===== src/rtl/vga_sync_gen.sv =====
// VGA raster timing generator: pixel/line counters advanced by a pixel strobe,
// sync pulses and blanked colour delayed one pixel so they line up at the connector.
module vga_sync_gen #(
  parameter int H_ACTIVE = 640,
  parameter int H_FP     = 16,
  parameter int H_SYNC   = 96,
  parameter int H_BP     = 48,
  parameter int V_ACTIVE = 480,
  parameter int V_FP     = 10,
  parameter int V_SYNC   = 2,
  parameter int V_BP     = 33,
  parameter int SYNC_POL = 0
) (
  input  logic        clk,
  input  logic        rst,
  input  logic        pix_en,
  input  logic [11:0] rgb_in,
  output logic [9:0]  hcnt,
  output logic [9:0]  vcnt,
  output logic        active,
  output logic        frame_start,
  output logic        line_start,
  output logic        hsync,
  output logic        vsync,
  output logic [11:0] rgb_out
);
  localparam int H_TOTAL = H_ACTIVE + H_FP + H_SYNC + H_BP;
  localparam int V_TOTAL = V_ACTIVE + V_FP + V_SYNC + V_BP;

  localparam logic [9:0] H_LAST = 10'(H_TOTAL - 1);
  localparam logic [9:0] V_LAST = 10'(V_TOTAL - 1);
  localparam logic [9:0] H_VIS  = 10'(H_ACTIVE);
  localparam logic [9:0] V_VIS  = 10'(V_ACTIVE);
  localparam logic [9:0] HS_BEG = 10'(H_ACTIVE + H_FP);
  localparam logic [9:0] HS_END = 10'(H_ACTIVE + H_FP + H_SYNC);
  localparam logic [9:0] VS_BEG = 10'(V_ACTIVE + V_FP);
  localparam logic [9:0] VS_END = 10'(V_ACTIVE + V_FP + V_SYNC);
  localparam logic       POL    = (SYNC_POL != 0);

  logic       hs0, vs0;
  logic       h_wrap, v_wrap;
  logic [9:0] h_nxt, v_nxt;

  // Reset parks the counters on the last pixel so the first strobe lands on (0,0).
  assign h_wrap = (hcnt == H_LAST);
  assign v_wrap = h_wrap && (vcnt == V_LAST);
  assign h_nxt  = h_wrap ? 10'd0 : hcnt + 10'd1;
  assign v_nxt  = v_wrap ? 10'd0 : (h_wrap ? vcnt + 10'd1 : vcnt);

  always_ff @(posedge clk) begin
    if (rst) begin
      hcnt        <= H_LAST;
      vcnt        <= V_LAST;
      active      <= 1'b0;
      hs0         <= 1'b0;
      vs0         <= 1'b0;
      hsync       <= ~POL;
      vsync       <= ~POL;
      rgb_out     <= 12'h000;
      frame_start <= 1'b0;
      line_start  <= 1'b0;
    end else begin
      frame_start <= 1'b0;
      line_start  <= 1'b0;
      if (pix_en) begin
        hcnt        <= h_nxt;
        vcnt        <= v_nxt;
        active      <= (h_nxt < H_VIS) && (v_nxt < V_VIS);
        hs0         <= (h_nxt >= HS_BEG) && (h_nxt < HS_END);
        vs0         <= (v_nxt >= VS_BEG) && (v_nxt < VS_END);
        line_start  <= h_wrap;
        frame_start <= v_wrap;
        // Stage 1 reads the pre-edge stage-0 values, giving the one-pixel lag.
        hsync       <= hs0 ? POL : ~POL;
        vsync       <= vs0 ? POL : ~POL;
        rgb_out     <= active ? rgb_in : 12'h000;
      end
    end
  end
endmodule

===== config.mk =====
export PLATFORM = sky130hd
export DESIGN_NAME = vga_sync_gen
export DESIGN_NICKNAME = d
export VERILOG_FILES = /design/src/rtl/vga_sync_gen.sv
export SDC_FILE = /design/constraint.sdc
export NUM_CORES = 1
export LEC_CHECK = 0
export CORE_UTILIZATION = 49
export CTS_BUF_LIST = sky130_fd_sc_hd__clkbuf_16
export DETAILED_ROUTE_END_ITERATION = 12
export GPL_TIMING_DRIVEN = 1
export PLACE_DENSITY = 0.91
export SYNTH_ARGS = -nofsm -noshare
export SYNTH_HDL_FRONTEND = slang
export SYNTH_SLANG_ARGS = --single-unit

===== constraint.sdc =====
create_clock -name clk -period 2.4 [get_ports clk]
set_input_delay 0.48 -clock clk [delete_from_list [all_inputs] [get_ports clk]]
set_output_delay 0.48 -clock clk [all_outputs]
set_load 0.01 [all_outputs]

Yosys cells after proc, flatten, opt, wreduce, memory -nomap -nowiden. Cells that the tools add are included.

Eq/ne operators: 2. Add/subtract/negate cells: 2. Mux-type cells: 6. Reduce and logical (&&, ||, !) cells: 5. $lt $le $gt $ge: 6. Bitwise logic cells: 1.

Operators by type and width (number): 10-bit 2-to-1 mux (3); 10-bit by 1-bit adder with 10-bit output (second input constant) (2); 10-bit == test (second input constant) (2); 10-bit < comparator (second input constant) (2); 10-bit by 9-bit < comparator with 1-bit output (second input constant) (2); 12-bit 2-to-1 mux (1); 10-bit greater-or-equal comparator (second input constant) (1); 10-bit by 9-bit greater-or-equal comparator with 1-bit output (second input constant) (1); 1-bit logical AND (4); 1-bit 2-to-1 mux (2); 2-bit OR reduction (1); 1-bit inverter (1).

Input bits: 15. Register bits: 39. Output and inout bits: 37. Logic and storage cells: 32.

Longest topological paths before layout.
Word-level depth: 5. Depth in mapped cells: 9. Mapped depth without buffers: 7.

Worst setup path before layout. Ideal clock, no wire load.

Kind: reg2reg. Start: register vcnt[0]. End: register active. Setup time: 0.117 ns. Buffers on the path: 0. Cell stages (with the launch flop): 7. Data required time: 2.283 ns. Slack: 0.474 ns. Arrival time: 1.808 ns. Cells stage by stage: dfxtp_1 ha_1 nand3_1 or4_1 a211oi_2 o211ai_1 a32o_2.

Word-level cells in the longest chain between the ends: 5.

Ends and longest elaborated chain: start, declared (line 19) `output logic [9:0] vcnt,`; start signal, assigned (line 67) `vcnt <= v_nxt;`; 10-bit by 1-bit adder with 10-bit output / 10-bit == test (equally long branches) (line 48, 46); 10-bit 2-to-1 mux / 1-bit logical AND (equally long branches) (line 48, 46); 10-bit 2-to-1 mux (*) (line 48) `assign v_nxt = v_wrap ? 10'd0 : (h_wrap ? vcnt + 10'd1 : vcnt);`; 10-bit by 9-bit < comparator with 1-bit output (*) (line 68) `active <= (h_nxt < H_VIS) && (v_nxt < V_VIS);`; 1-bit logical AND (*) (line 68); end signal, assigned (line 68); end, declared (line 20) `output logic active,`.

Every way passes the cells marked *; elsewhere a longest branch is shown, timed or not. A chain may end at the register's enable or synchronous reset.

Worst setup path after layout.
Start: register vcnt[1]. End: register active.

The elaborated chain is that of the path after synthesis.

==> impl_metrics.yaml <==
placement:
  placedCellCount: 339
  placed_area_um2: 2609
  dpl.hpwl_um: 3701
  gp_congestion: 0.8846
  port_buffers: 51
outcome:
  status: "complete, no violations"
timing:
  max-slew-margin-rel: 0.7201
  fin_crit_ps: 2252
  finalHoldViolCount: 0
  tightest_slew_ps: 419.9
  clock.fmax_ghz: 0.4441
  period_share: 0.9382
  finalSetupViolCount: 0
  timing.setup.tns_ps: 0
  rsz0062_at_grt: "no"
  skew_ps: 3.987
  timing.final.max_slew_violations: 0
setup_path:
  endpoint: "active$_SDFFE_PP0P_"
  critical_path_class: "reg2reg"
  critPathCaptureType: "flop"
  critical_path_arrival_ps: 2430
  cp.required_ps: 2580
  cpPeakStageDelay_ps: 510
  reg2reg_depth: 6
  startpoint: "vcnt[1]$_SDFFE_PP0P_"
  crit_path_top_delay_cell: "or4_1"
  startpoint_type: "flop"
  rr_startpoint: "vcnt[1]$_SDFFE_PP0P_"
  regToRegSetupSlack_ps: 150
  cp_cell_sequence: "ha_1 -> nand3_1 -> or4_1 -> a211oi_2 -> o211ai_1 -> a32o_2"
  rr_endpoint: "active$_SDFFE_PP0P_"
  crit_fanout: 10
power:
  pwr-share-seq: 0.407
  power_density_nw_per_um2: 656.0
  ir_drop_uv: 511.4
  totalPowerFinal_mw: 1.804
  sw_frac_of_total: 0.2974
  p_comb_frac: 0.239
  p_sw_mw: 0.5365
  internal-power_mw: 1.268
  leakage_nw: 0.9962
  clock_power_share: 0.354
logic_synthesis:
  yosys_warnings: 0
  ys_ff_latch: 39
  synthFlopType: "dfxtp_1"
  synthesis.nets: 266
  synthArstFlopShare: 0
  synthCells: 248
  avgSynthCellArea_um2: 8.274
  yosysUniqueCellTypes: 55
  synth_edf_count: 0
  ys_seq_area_frac: 0.3805
  synthesis.area_um2: 2052
global_routing:
  gr-total-overflow: 0
  grt_pass1_vias: 1922
  grt_pass1_wl_um: 8873
  grt_max_degree: 37
  antenna_found_initial: 0
  grt_usage: 0.2647
floorplanning:
  die_w_um: 66.71
  die_h_um: 66.71
  die_area_um2: 4450
  start_util: 0.5130
  core_um2: 4000
  row_count: 23
  io_pins: 52
finish:
  largest_reg_flops: 12
  syn2layout_area_growth_pct: 34.02
  post-route-util: 0.6875
  final_cells: 347
  diodes: 0
  regMostFlops: "rgb_out"
  design_area_um2: 2750
  nets: 314
  drive_gt1_frac: 0.09091
  reg.largest.list: "rgb_out x12, hcnt x10, vcnt x10"
detailed_routing:
  routed_wl_um: 5324
  drc: 0
  via_per_inst: 5.991
  first_pass_iters: 4
  vias: 2079
  drt_iter0_drc: 236
  post_drt_wl_per_cell_um: 15.34
  ant_nets: 0
hold_path:
  hp-class: "reg2reg"
clocking:
  cts_tree: "done"
  clockRootBuffer: "clkbuf_16"
  clk_pin_slew_worst_paths_ps: 60
  hold_buffers: 0
  cts.sinks: 39
  post_cts_resized: 0
  post_cts_buffers: 0
  clkLatencyLatePin_ps: 280
  h-tree-depth: 2
  cts_made_buffers: 5
  cts_buffer_depth: 2
flow_run:
  maxCapViolations: 0
[layout make-up]
class                      instances  area, um^2
fill                             314        1250
multi-input combinational        179        1131
clock buffer                       5       125.1
inverter                           7       26.28
tap                               50       62.56
sequential                        39       780.7
timing repair buffer              64       608.1
clock inverter                     3       16.27
[power groups by stage]
stage	Combinational, mW	Clock (mW)	Sequential (mW)
6_report	0.432	0.638	0.735
2_1_floorplan	0.268	0	0.738
3_3_place_gp	0.415	0	0.745
3_5_place_dp	0.423	0	0.746
5_1_grt	0.473	0.674	0.741
4_1_cts	0.428	0.646	0.734
[logic make-up (layout without fill, tap and decap cells)]
| group | count (synthesis) | after routing | share of synthesized area |
|---|---|---|---|
| AO/OA/AOI/OAI | 67 | 67 | 0.2268 |
| buffers and inverters | 30 | 79 | 0.06829 |
| adder cells (fa/ha/maj) | 3 | 3 | 0.01829 |
| flip-flops | 39 | 39 | 0.3805 |
| AND/OR/NAND/NOR | 101 | 101 | 0.2701 |
| multiplexers | 2 | 2 | 0.01037 |
| XOR/XNOR | 6 | 6 | 0.02561 |
[metrics by stage]
step           worst slack, ps  hold WS (ps)
4_1_cts                  177.7         472.1
6_report                 148.2         467.1
3_3_place_gp             281.7         445.9
3_5_place_dp             234.4         459.7
2_1_floorplan            474.4         425.4
5_1_grt                  27.56         502.0
[worst max-delay path: cells and delay by family, from the launching register on]
family | cells | cell delay (ps)
fa+ha+maj | 1 | 360
flops | 1 | 490
simple gates | 2 | 670
compound gates | 3 | 630
[synth_stat cells, drive strengths merged, types with 2 or more instances]
cell | number | area, um^2
and3 | 7 | 43.79
inv | 7 | 26.28
clkbuf | 13 | 52.55
nand4 | 9 | 56.30
nand3 | 10 | 55.05
nor2 | 30 | 112.6
o21ai | 14 | 73.82
a31oi | 4 | 25.02
xor2 | 4 | 35.03
xnor2 | 2 | 17.52
nand2b | 4 | 25.02
o31ai | 4 | 30.03
and2 | 2 | 12.51
a211oi | 2 | 20.02
nor3b | 2 | 15.01
nor2b | 3 | 18.77
nand2 | 10 | 37.54
a21oi | 13 | 65.06
and4 | 3 | 26.28
or3 | 3 | 18.77
dfxtp | 39 | 780.8
ha | 3 | 37.54
nor3 | 9 | 50.05
buf | 10 | 61.30
o2111ai | 2 | 17.52
o211ai | 2 | 15.01
a221o | 3 | 30.03
a211o | 4 | 35.03
a22oi | 12 | 90.09
[routing by layer]
layer / GRT usage / up-vias / part of all wire
met4: 0.09574 / 0 / 0.021
met5: 0 / - / 0
met2: 0.4116 / 98 / 0.47
li1: - / 1011 / -
met1: 0.3406 / 954 / 0.44
met3: 0.08219 / 16 / 0.075
[worst min-delay path by stage]
stage	start	endpoint	slack, ps	depth (start not counted)
6_report	hs0$_SDFFE_PP0P_	hs0$_SDFFE_PP0P_	470	2
5_1_grt	hs0$_SDFFE_PP0P_	hs0$_SDFFE_PP0P_	500	2
4_1_cts	hs0$_SDFFE_PP0P_	hs0$_SDFFE_PP0P_	470	2
3_5_place_dp	hs0$_SDFFE_PP0P_	hs0$_SDFFE_PP0P_	460	2
3_3_place_gp	hs0$_SDFFE_PP0P_	hs0$_SDFFE_PP0P_	450	2
2_1_floorplan	hs0$_SDFFE_PP0P_	hs0$_SDFFE_PP0P_	430	2
[layout by cell type (no fill, tap or decap), drive strengths merged, types with 2 or more instances in the layout]
| cell | netlist | final |
|---|---|---|
| or3 | 3 | 3 |
| clkbuf | 13 | 5 |
| xnor2 | 2 | 2 |
| nor3b | 2 | 2 |
| ha | 3 | 3 |
| clkdlybuf4s50 | 0 | 51 |
| nand4 | 9 | 9 |
| o31ai | 4 | 4 |
| and3 | 7 | 7 |
| o21ai | 14 | 14 |
| and2 | 2 | 2 |
| dfxtp | 39 | 39 |
| nand2b | 4 | 4 |
| nor2 | 30 | 30 |
| buf | 10 | 13 |
| a211oi | 2 | 2 |
| and4 | 3 | 3 |
| a211o | 4 | 4 |
| nor2b | 3 | 3 |
| a221o | 3 | 3 |
| nor3 | 9 | 9 |
| o211ai | 2 | 2 |
| xor2 | 4 | 4 |
| nand3 | 10 | 10 |
| inv | 7 | 8 |
| o2111ai | 2 | 2 |
| a31oi | 4 | 4 |
| a22oi | 12 | 12 |
| a21oi | 13 | 13 |
| nand2 | 10 | 10 |
(Power assumes the default switching activity.)
